<file path="src/rtl/seq_chunk_adder_pkg.sv">
// Shared definitions for the chunk-serial adder: FSM encoding, default sizes
// and a helper for sizing the chunk index.
package seq_chunk_adder_pkg;

  localparam int DEFAULT_WIDTH = 64;
  localparam int DEFAULT_CHUNK = 16;

  typedef enum logic [1:0] {
    IDLE = 2'd0,
    RUN  = 2'd1,
    DONE = 2'd2
  } state_e;

  // Index register width; at least one bit even when there is a single chunk.
  function automatic int idx_width(input int nchunk);
    return (nchunk > 1) ? $clog2(nchunk) : 1;
  endfunction

endpackage

</file>
<file path="src/rtl/seq_chunk_adder_rca_chunk.sv">
// Combinational CHUNK-bit ripple-carry adder. Also exposes the carry into the
// top bit so the caller can form signed overflow on the final chunk.
module rca_chunk
  import seq_chunk_adder_pkg::*;
#(
  parameter int CHUNK = DEFAULT_CHUNK
) (
  input  logic [CHUNK-1:0] a,
  input  logic [CHUNK-1:0] b,
  input  logic             cin,
  output logic [CHUNK-1:0] s,
  output logic             cout,
  output logic             c_msb_in
);

  // Ripple the carry from bit 0 upward.
  always_comb begin
    logic [CHUNK:0] c;
    // NOTE: blocking assignments here so each stage sees the carry produced by
    // the previous stage within the same evaluation of the block.
    s    = '0;
    c    = '0;
    c[0] = cin;
    for (int i = 0; i < CHUNK; i++) begin
      s[i]   = a[i] ^ b[i] ^ c[i];
      c[i+1] = (a[i] & b[i]) | (c[i] & (a[i] ^ b[i]));
    end
    cout     = c[CHUNK];
    c_msb_in = c[CHUNK-1];
  end

endmodule

</file>
<file path="src/rtl/seq_chunk_adder.sv">
// Chunk-serial adder/subtractor: one CHUNK-bit slice per cycle through a single
// shared ripple-carry adder. Subtraction is A + ~B + ~borrow. WIDTH must be a
// multiple of CHUNK.
module seq_chunk_adder
  import seq_chunk_adder_pkg::*;
#(
  parameter int WIDTH = DEFAULT_WIDTH,
  parameter int CHUNK = DEFAULT_CHUNK
) (
  input  logic             clk,
  input  logic             rst_n,
  input  logic             start,
  input  logic [WIDTH-1:0] A,
  input  logic [WIDTH-1:0] B,
  input  logic             C_in,
  input  logic             sub,
  output logic             busy,
  output logic             done,
  output logic [WIDTH-1:0] sum,
  output logic             C_out,
  output logic             overflow
);

  localparam int NCHUNK = WIDTH / CHUNK;
  localparam int IDX_W  = idx_width(NCHUNK);
  localparam logic [IDX_W-1:0] LAST_IDX = IDX_W'(NCHUNK - 1);

  state_e           state_q, state_d;
  logic [WIDTH-1:0] a_q, a_d;
  logic [WIDTH-1:0] b_q, b_d;
  logic             carry_q, carry_d;
  logic [IDX_W-1:0] idx_q, idx_d;
  logic [WIDTH-1:0] sum_q, sum_d;
  logic             c_out_q, c_out_d;
  logic             ovf_q, ovf_d;

  logic [CHUNK-1:0] chunk_a, chunk_b, chunk_s;
  logic             chunk_cout, chunk_cmsb;

  assign chunk_a = a_q[idx_q*CHUNK +: CHUNK];
  assign chunk_b = b_q[idx_q*CHUNK +: CHUNK];

  rca_chunk #(
    .CHUNK(CHUNK)
  ) u_rca (
    .a       (chunk_a),
    .b       (chunk_b),
    .cin     (carry_q),
    .s       (chunk_s),
    .cout    (chunk_cout),
    .c_msb_in(chunk_cmsb)
  );

  // Next-state logic: accept a new operation from IDLE or DONE, step one chunk per RUN cycle.
  always_comb begin
    // NOTE: every variable driven here gets a default first; a path that left
    // one unassigned would infer a latch.
    state_d = state_q;
    a_d     = a_q;
    b_d     = b_q;
    carry_d = carry_q;
    idx_d   = idx_q;
    sum_d   = sum_q;
    c_out_d = c_out_q;
    ovf_d   = ovf_q;
    unique case (state_q)
      IDLE, DONE: begin
        if (start) begin
          a_d     = A;
          b_d     = sub ? ~B : B;
          carry_d = C_in ^ sub;
          idx_d   = '0;
          state_d = RUN;
        end else begin
          state_d = IDLE;
        end
      end
      RUN: begin
        sum_d[idx_q*CHUNK +: CHUNK] = chunk_s;
        carry_d = chunk_cout;
        if (idx_q == LAST_IDX) begin
          c_out_d = chunk_cout;
          ovf_d   = chunk_cout ^ chunk_cmsb;
          state_d = DONE;
        end else begin
          idx_d = idx_q + 1'b1;
        end
      end
      default: state_d = IDLE;
    endcase
  end

  // State and datapath registers; reset clears everything, aborting any operation.
  always_ff @(posedge clk or negedge rst_n) begin
    if (!rst_n) begin
      // NOTE: operand registers are cleared along with the visible state so no
      // X ever reaches the adder, even though they are reloaded before use.
      state_q <= IDLE;
      a_q     <= '0;
      b_q     <= '0;
      carry_q <= 1'b0;
      idx_q   <= '0;
      sum_q   <= '0;
      c_out_q <= 1'b0;
      ovf_q   <= 1'b0;
    end else begin
      state_q <= state_d;
      a_q     <= a_d;
      b_q     <= b_d;
      carry_q <= carry_d;
      idx_q   <= idx_d;
      sum_q   <= sum_d;
      c_out_q <= c_out_d;
      ovf_q   <= ovf_d;
    end
  end

  assign busy     = (state_q == RUN);
  assign done     = (state_q == DONE);
  assign sum      = sum_q;
  assign C_out    = c_out_q;
  assign overflow = ovf_q;

endmodule

</file>
<file path="config.mk">
export PLATFORM = sky130hd
export DESIGN_NAME = seq_chunk_adder
export DESIGN_NICKNAME = d
export VERILOG_FILES = /design/src/rtl/seq_chunk_adder_pkg.sv /design/src/rtl/seq_chunk_adder_rca_chunk.sv /design/src/rtl/seq_chunk_adder.sv
export SDC_FILE = /design/constraint.sdc
export NUM_CORES = 1
export LEC_CHECK = 0
export CORE_MARGIN = 10
export CORE_UTILIZATION = 40
export CTS_CLUSTER_SIZE = 20
export DETAILED_ROUTE_END_ITERATION = 7
export PLACE_DENSITY_LB_ADDON = 0.3
export SETUP_SLACK_MARGIN = 0.15
export SLEW_MARGIN = 0
export SYNTH_ARGS = -nofsm -noshare
export SYNTH_HDL_FRONTEND = slang
export SYNTH_SLANG_ARGS = --single-unit
</file>
<file path="constraint.sdc">
create_clock -name clk -period 13.4 [get_ports clk]
set_input_delay 2.68 -clock clk [delete_from_list [all_inputs] [get_ports clk]]
set_output_delay 2.68 -clock clk [all_outputs]
set_load 0.005 [all_outputs]
</file>
==> impl_summary.md <==
Clocking
The CTS root buffer is sky130_fd_sc_hd__clkbuf_16. The clock latency on the worst-skew pair is 430 ps. Counting every sink on the clock net gives 199.

TritonCTS built the clock tree. The post-cts hold buffer count is 0. The clock-pin slew on the worst setup and hold paths is 70 ps.

The number of buffers inserted by post-CTS setup repair is 0. The number of gates resized after CTS was 0. The number of clock buffers added by TritonCTS is 17. In this run the deepest clock path goes through 2 buffers.

The H-tree was split into 4 levels.

Drt
For this run, design rule violations remaining after detail routing come to 0. The total number of vias is 6462. The number of iterations in the first detailed-routing pass is 4. The count of nets left with antenna violations once routing finished came out at 0. Dividing the detail-routed via count by the number of cells gives 4.90. The aggregate routed wire length is 24200 um.

In the final routed layout, each cell accounts on average for 18.3 um. The detailed router finished its first iteration with 423 violations.

Critical path
The worst register-to-register path ends at sum[63]. STA puts the critical path data required time at 13710 ps. For the worst flop-to-flop path, the logic depth is 22. The arrival time at the worst endpoint is 8590 ps.

The element type at the critical path start is a flop. The worst-case register-to-register setup slack is 5120 ps. The path type of the worst setup path is reg2reg. The highest net fanout along the worst path is 22. The startpoint of the most critical register-to-register path is idx_q[0]. The type of element capturing the critical path is a flop.

Floorplan
The area enclosed by the die boundary is 0.0294 mm2. The floorplan has 55 rows. The initial utilization of the core area, before any placement, comes to 40.6%. In this run the horizontal extent of the chip is 171 um. The core region is 0.0226 mm2. From bottom edge to top edge, the die measures 171 um. 201 I/O pins were placed.

Synthesis
The dominant cell by count in the synthesized netlist is sky130_fd_sc_hd__nand2_1. The async set or reset register ratio after synthesis is 100%. The number of storage elements in the synthesis netlist is 199. The portion of synthesized cell area occupied by the leading cell type is 54.3%. The adder-cell share of the synthesized area is 4.31%. For this run, the leading register cell type out of synthesis is sky130_fd_sc_hd__dfrtp_1. The netlist area before placement is 0.00917 mm2.

In the synthesized netlist, the number of instances is 849. The number of nets in the synthesized netlist is 1004. Of the synthesized area, sequential elements account for 54.3%. Yosys mapped the design onto 32 distinct sky130hd cell types. sky130_fd_sc_hd__dfrtp_1 takes more of the synthesized area than any other cell. The area fraction in and, or, nand and nor cells after synthesis is 13.4%.

Summing the areas of all compound-gate instances in the mapped netlist gives 9.38% of the synthesized area. The xor/xnor share of the synthesized area is 6.31%. The largest family of logic cells by synthesized area is simple AND/OR/NAND/NOR gates. The count of warnings emitted by yosys is 0.

After synthesis, the most frequently instantiated cells are 293 x sky130_fd_sc_hd__nand2_1, 199 x sky130_fd_sc_hd__dfrtp_1, 79 x sky130_fd_sc_hd__o21ai_0. The multiplexer fraction of the synthesized cell area is 8.03%. The average instance in the mapped netlist occupies 10.8 um2. By area the synthesized netlist is led by sky130_fd_sc_hd__dfrtp_1 54%, sky130_fd_sc_hd__nand2_1 12%, sky130_fd_sc_hd__mux4_2 7.6%. Yosys mapped a number of flops with a built-in enable equal to 0.

GRT
The total overflow left after global routing is 0. The overall global routing resource usage is 16.9%. The largest net degree at the start of global routing is 124. The via count of the first global-routing pass is 6841. The first global-routing pass estimated 38300 um of wire. The initial antenna violation count is 2.

Cells and area
The relative area change from synthesis to final layout is 30.0%. In the final design database the tool counted 1175 nets. The final cell count without fillers is 1320.

Of the cells placed in the final design, the portion with a size suffix greater than 1 is 9.49%.

Placed design
The routability congestion estimate from global placement is 0.788. In this run, placement finished with an instance count of 1286. The HPWL after detailed placement is 17900 um. The count of input and output buffers is 200.

Min path
The count of cells along the worst hold path is 2. The type of the worst min-delay path is reg2reg. The launch point of the worst hold path is a_q[36]. The hold path endpoint is a_q[36].

STA
The headroom to the max-slew limit is 30.6%. The worst-margin pin slew is 1040 ps. For the final database, setup skew stands at 11.1 ps. Setup repair after global routing left no endpoint under its margin. The number of max-slew violations in the final report is 0. The post-layout minimum cycle time is 8280 ps. For the final routed database, the setup TNS stands at 0 ps. The final setup violation count is 0. The peak clock frequency supported by timing is 121 MHz. The count of final hold-check violations is 0.

In the finished design, the share of the clock period the worst path needs comes to 61.8%.

Power and ir drop
IR analysis of the VDD net gives a maximum drop of 129 uV. In this run the power density over the cells is 236 mW/mm2. The cell leakage power is 5.30 nW.

Summing internal, switching and leakage power gives 2.81 mW.

Run
The count of maximum capacitance violations is 0.

Status
The flow ran to the end, and the final reports show no timing, DRC or antenna violations.
worst max-delay path: stages, from the launching register on:
cell and delay, ps:
sky130_fd_sc_hd__dfrtp_2 720, sky130_fd_sc_hd__buf_4 490, sky130_fd_sc_hd__mux4_2 300, sky130_fd_sc_hd__inv_1 60
sky130_fd_sc_hd__fa_1 390, sky130_fd_sc_hd__fa_1 420, sky130_fd_sc_hd__fa_1 400, sky130_fd_sc_hd__fa_1 420
sky130_fd_sc_hd__fa_1 440, sky130_fd_sc_hd__fa_1 410, sky130_fd_sc_hd__fa_1 400, sky130_fd_sc_hd__fa_1 380
sky130_fd_sc_hd__fa_1 390, sky130_fd_sc_hd__fa_1 390, sky130_fd_sc_hd__fa_1 390, sky130_fd_sc_hd__fa_1 390
sky130_fd_sc_hd__fa_1 390, sky130_fd_sc_hd__fa_1 380, sky130_fd_sc_hd__inv_1 70, sky130_fd_sc_hd__fa_1 220
sky130_fd_sc_hd__fa_1 440, sky130_fd_sc_hd__inv_1 130, sky130_fd_sc_hd__o21ai_0 100
routing by layer:
| layer | track usage [%] | wire length, um | vias to the layer above |
|---|---|---|---|
| met2 | 26.7 | 11400 | 171 |
| met4 | 4.05 | 293 | 0 |
| met3 | 4.86 | 1580 | 19 |
| met5 | 0 | 0 | - |
| met1 | 22.5 | 10900 | 3135 |
| li1 | - | - | 3137 |
report_power, final:
group / switching [mW] / internal, mW / leakage (nW) / total (mW)
clock network: 0.244 / 0.265 / 0.280 / 0.509
registers: 0.153 / 0.834 / 2.55 / 0.987
logic: 0.744 / 0.574 / 2.47 / 1.32
worst max path at each step:
stage	start	endpoint	slack, ps	depth (start not counted)
global route	idx_q[0]	sum[63]	4670	22
finish	idx_q[0]	sum[63]	5120	22
floorplan	idx_q[1]	sum[63]	5870	23
detailed placement	idx_q[0]	sum[63]	5100	22
global placement	idx_q[0]	sum[63]	5200	22
CTS	idx_q[0]	sum[63]	5020	22
cell families after synthesis:
logic type / count (synthesis)
XOR/XNOR: 66
flip-flops: 199
multiplexers: 33
adder cells (fa/ha/maj): 22
AO/OA/AOI/OAI: 134
buffers and inverters: 89
AND/OR/NAND/NOR: 306
sequential cells by signal, summed over array words and instances, names as in the netlist:
register and cells:
a_q 64, b_q 64, state_q 2, carry_q 1
idx_q 2, C_out 1, sum 64, overflow 1
metrics by stage:
step | utilization [%] | setup slack (ps) | area, um2 | hold WS (ps)
after CTS | 52.8 | 5020 | 11900 | 477
after global placement | 50.2 | 5200 | 11300 | 454
after detailed placement | 50.2 | 5100 | 11300 | 459
final | 52.8 | 5120 | 11900 | 474
after floorplan | - | 5870 | 9170 | 437
after global routing | 52.8 | 4670 | 11900 | 488
cells in the final DEF (no fill, tap or decap), types with 4 or more instances in the layout:
| cell type | instances |
|---|---|
| sky130_fd_sc_hd__dfrtp_1 | 197 |
| sky130_fd_sc_hd__o21ai_0 | 79 |
| sky130_fd_sc_hd__clkbuf_16 | 17 |
| sky130_fd_sc_hd__ha_1 | 6 |
| sky130_fd_sc_hd__nand2_1 | 293 |
| sky130_fd_sc_hd__xnor2_1 | 65 |
| sky130_fd_sc_hd__inv_1 | 35 |
| sky130_fd_sc_hd__fa_1 | 16 |
| sky130_fd_sc_hd__o21ai_2 | 17 |
| sky130_fd_sc_hd__buf_4 | 6 |
| sky130_fd_sc_hd__o2bb2ai_1 | 32 |
| sky130_fd_sc_hd__clkdlybuf4s50_1 | 198 |
| sky130_fd_sc_hd__inv_6 | 4 |
| sky130_fd_sc_hd__mux4_2 | 31 |
cell type report:
type / count / area (um2)
diodes: 2 / 5.00
clock buffers: 17 / 425
clock inverters: 15 / 164
fillers: 2005 / 10700
inverters: 36 / 135
multi-input cells: 561 / 3810
flip-flops and latches: 199 / 4980
well taps: 285 / 357
repair buffers: 205 / 2040
(Power assumes the default switching activity.)
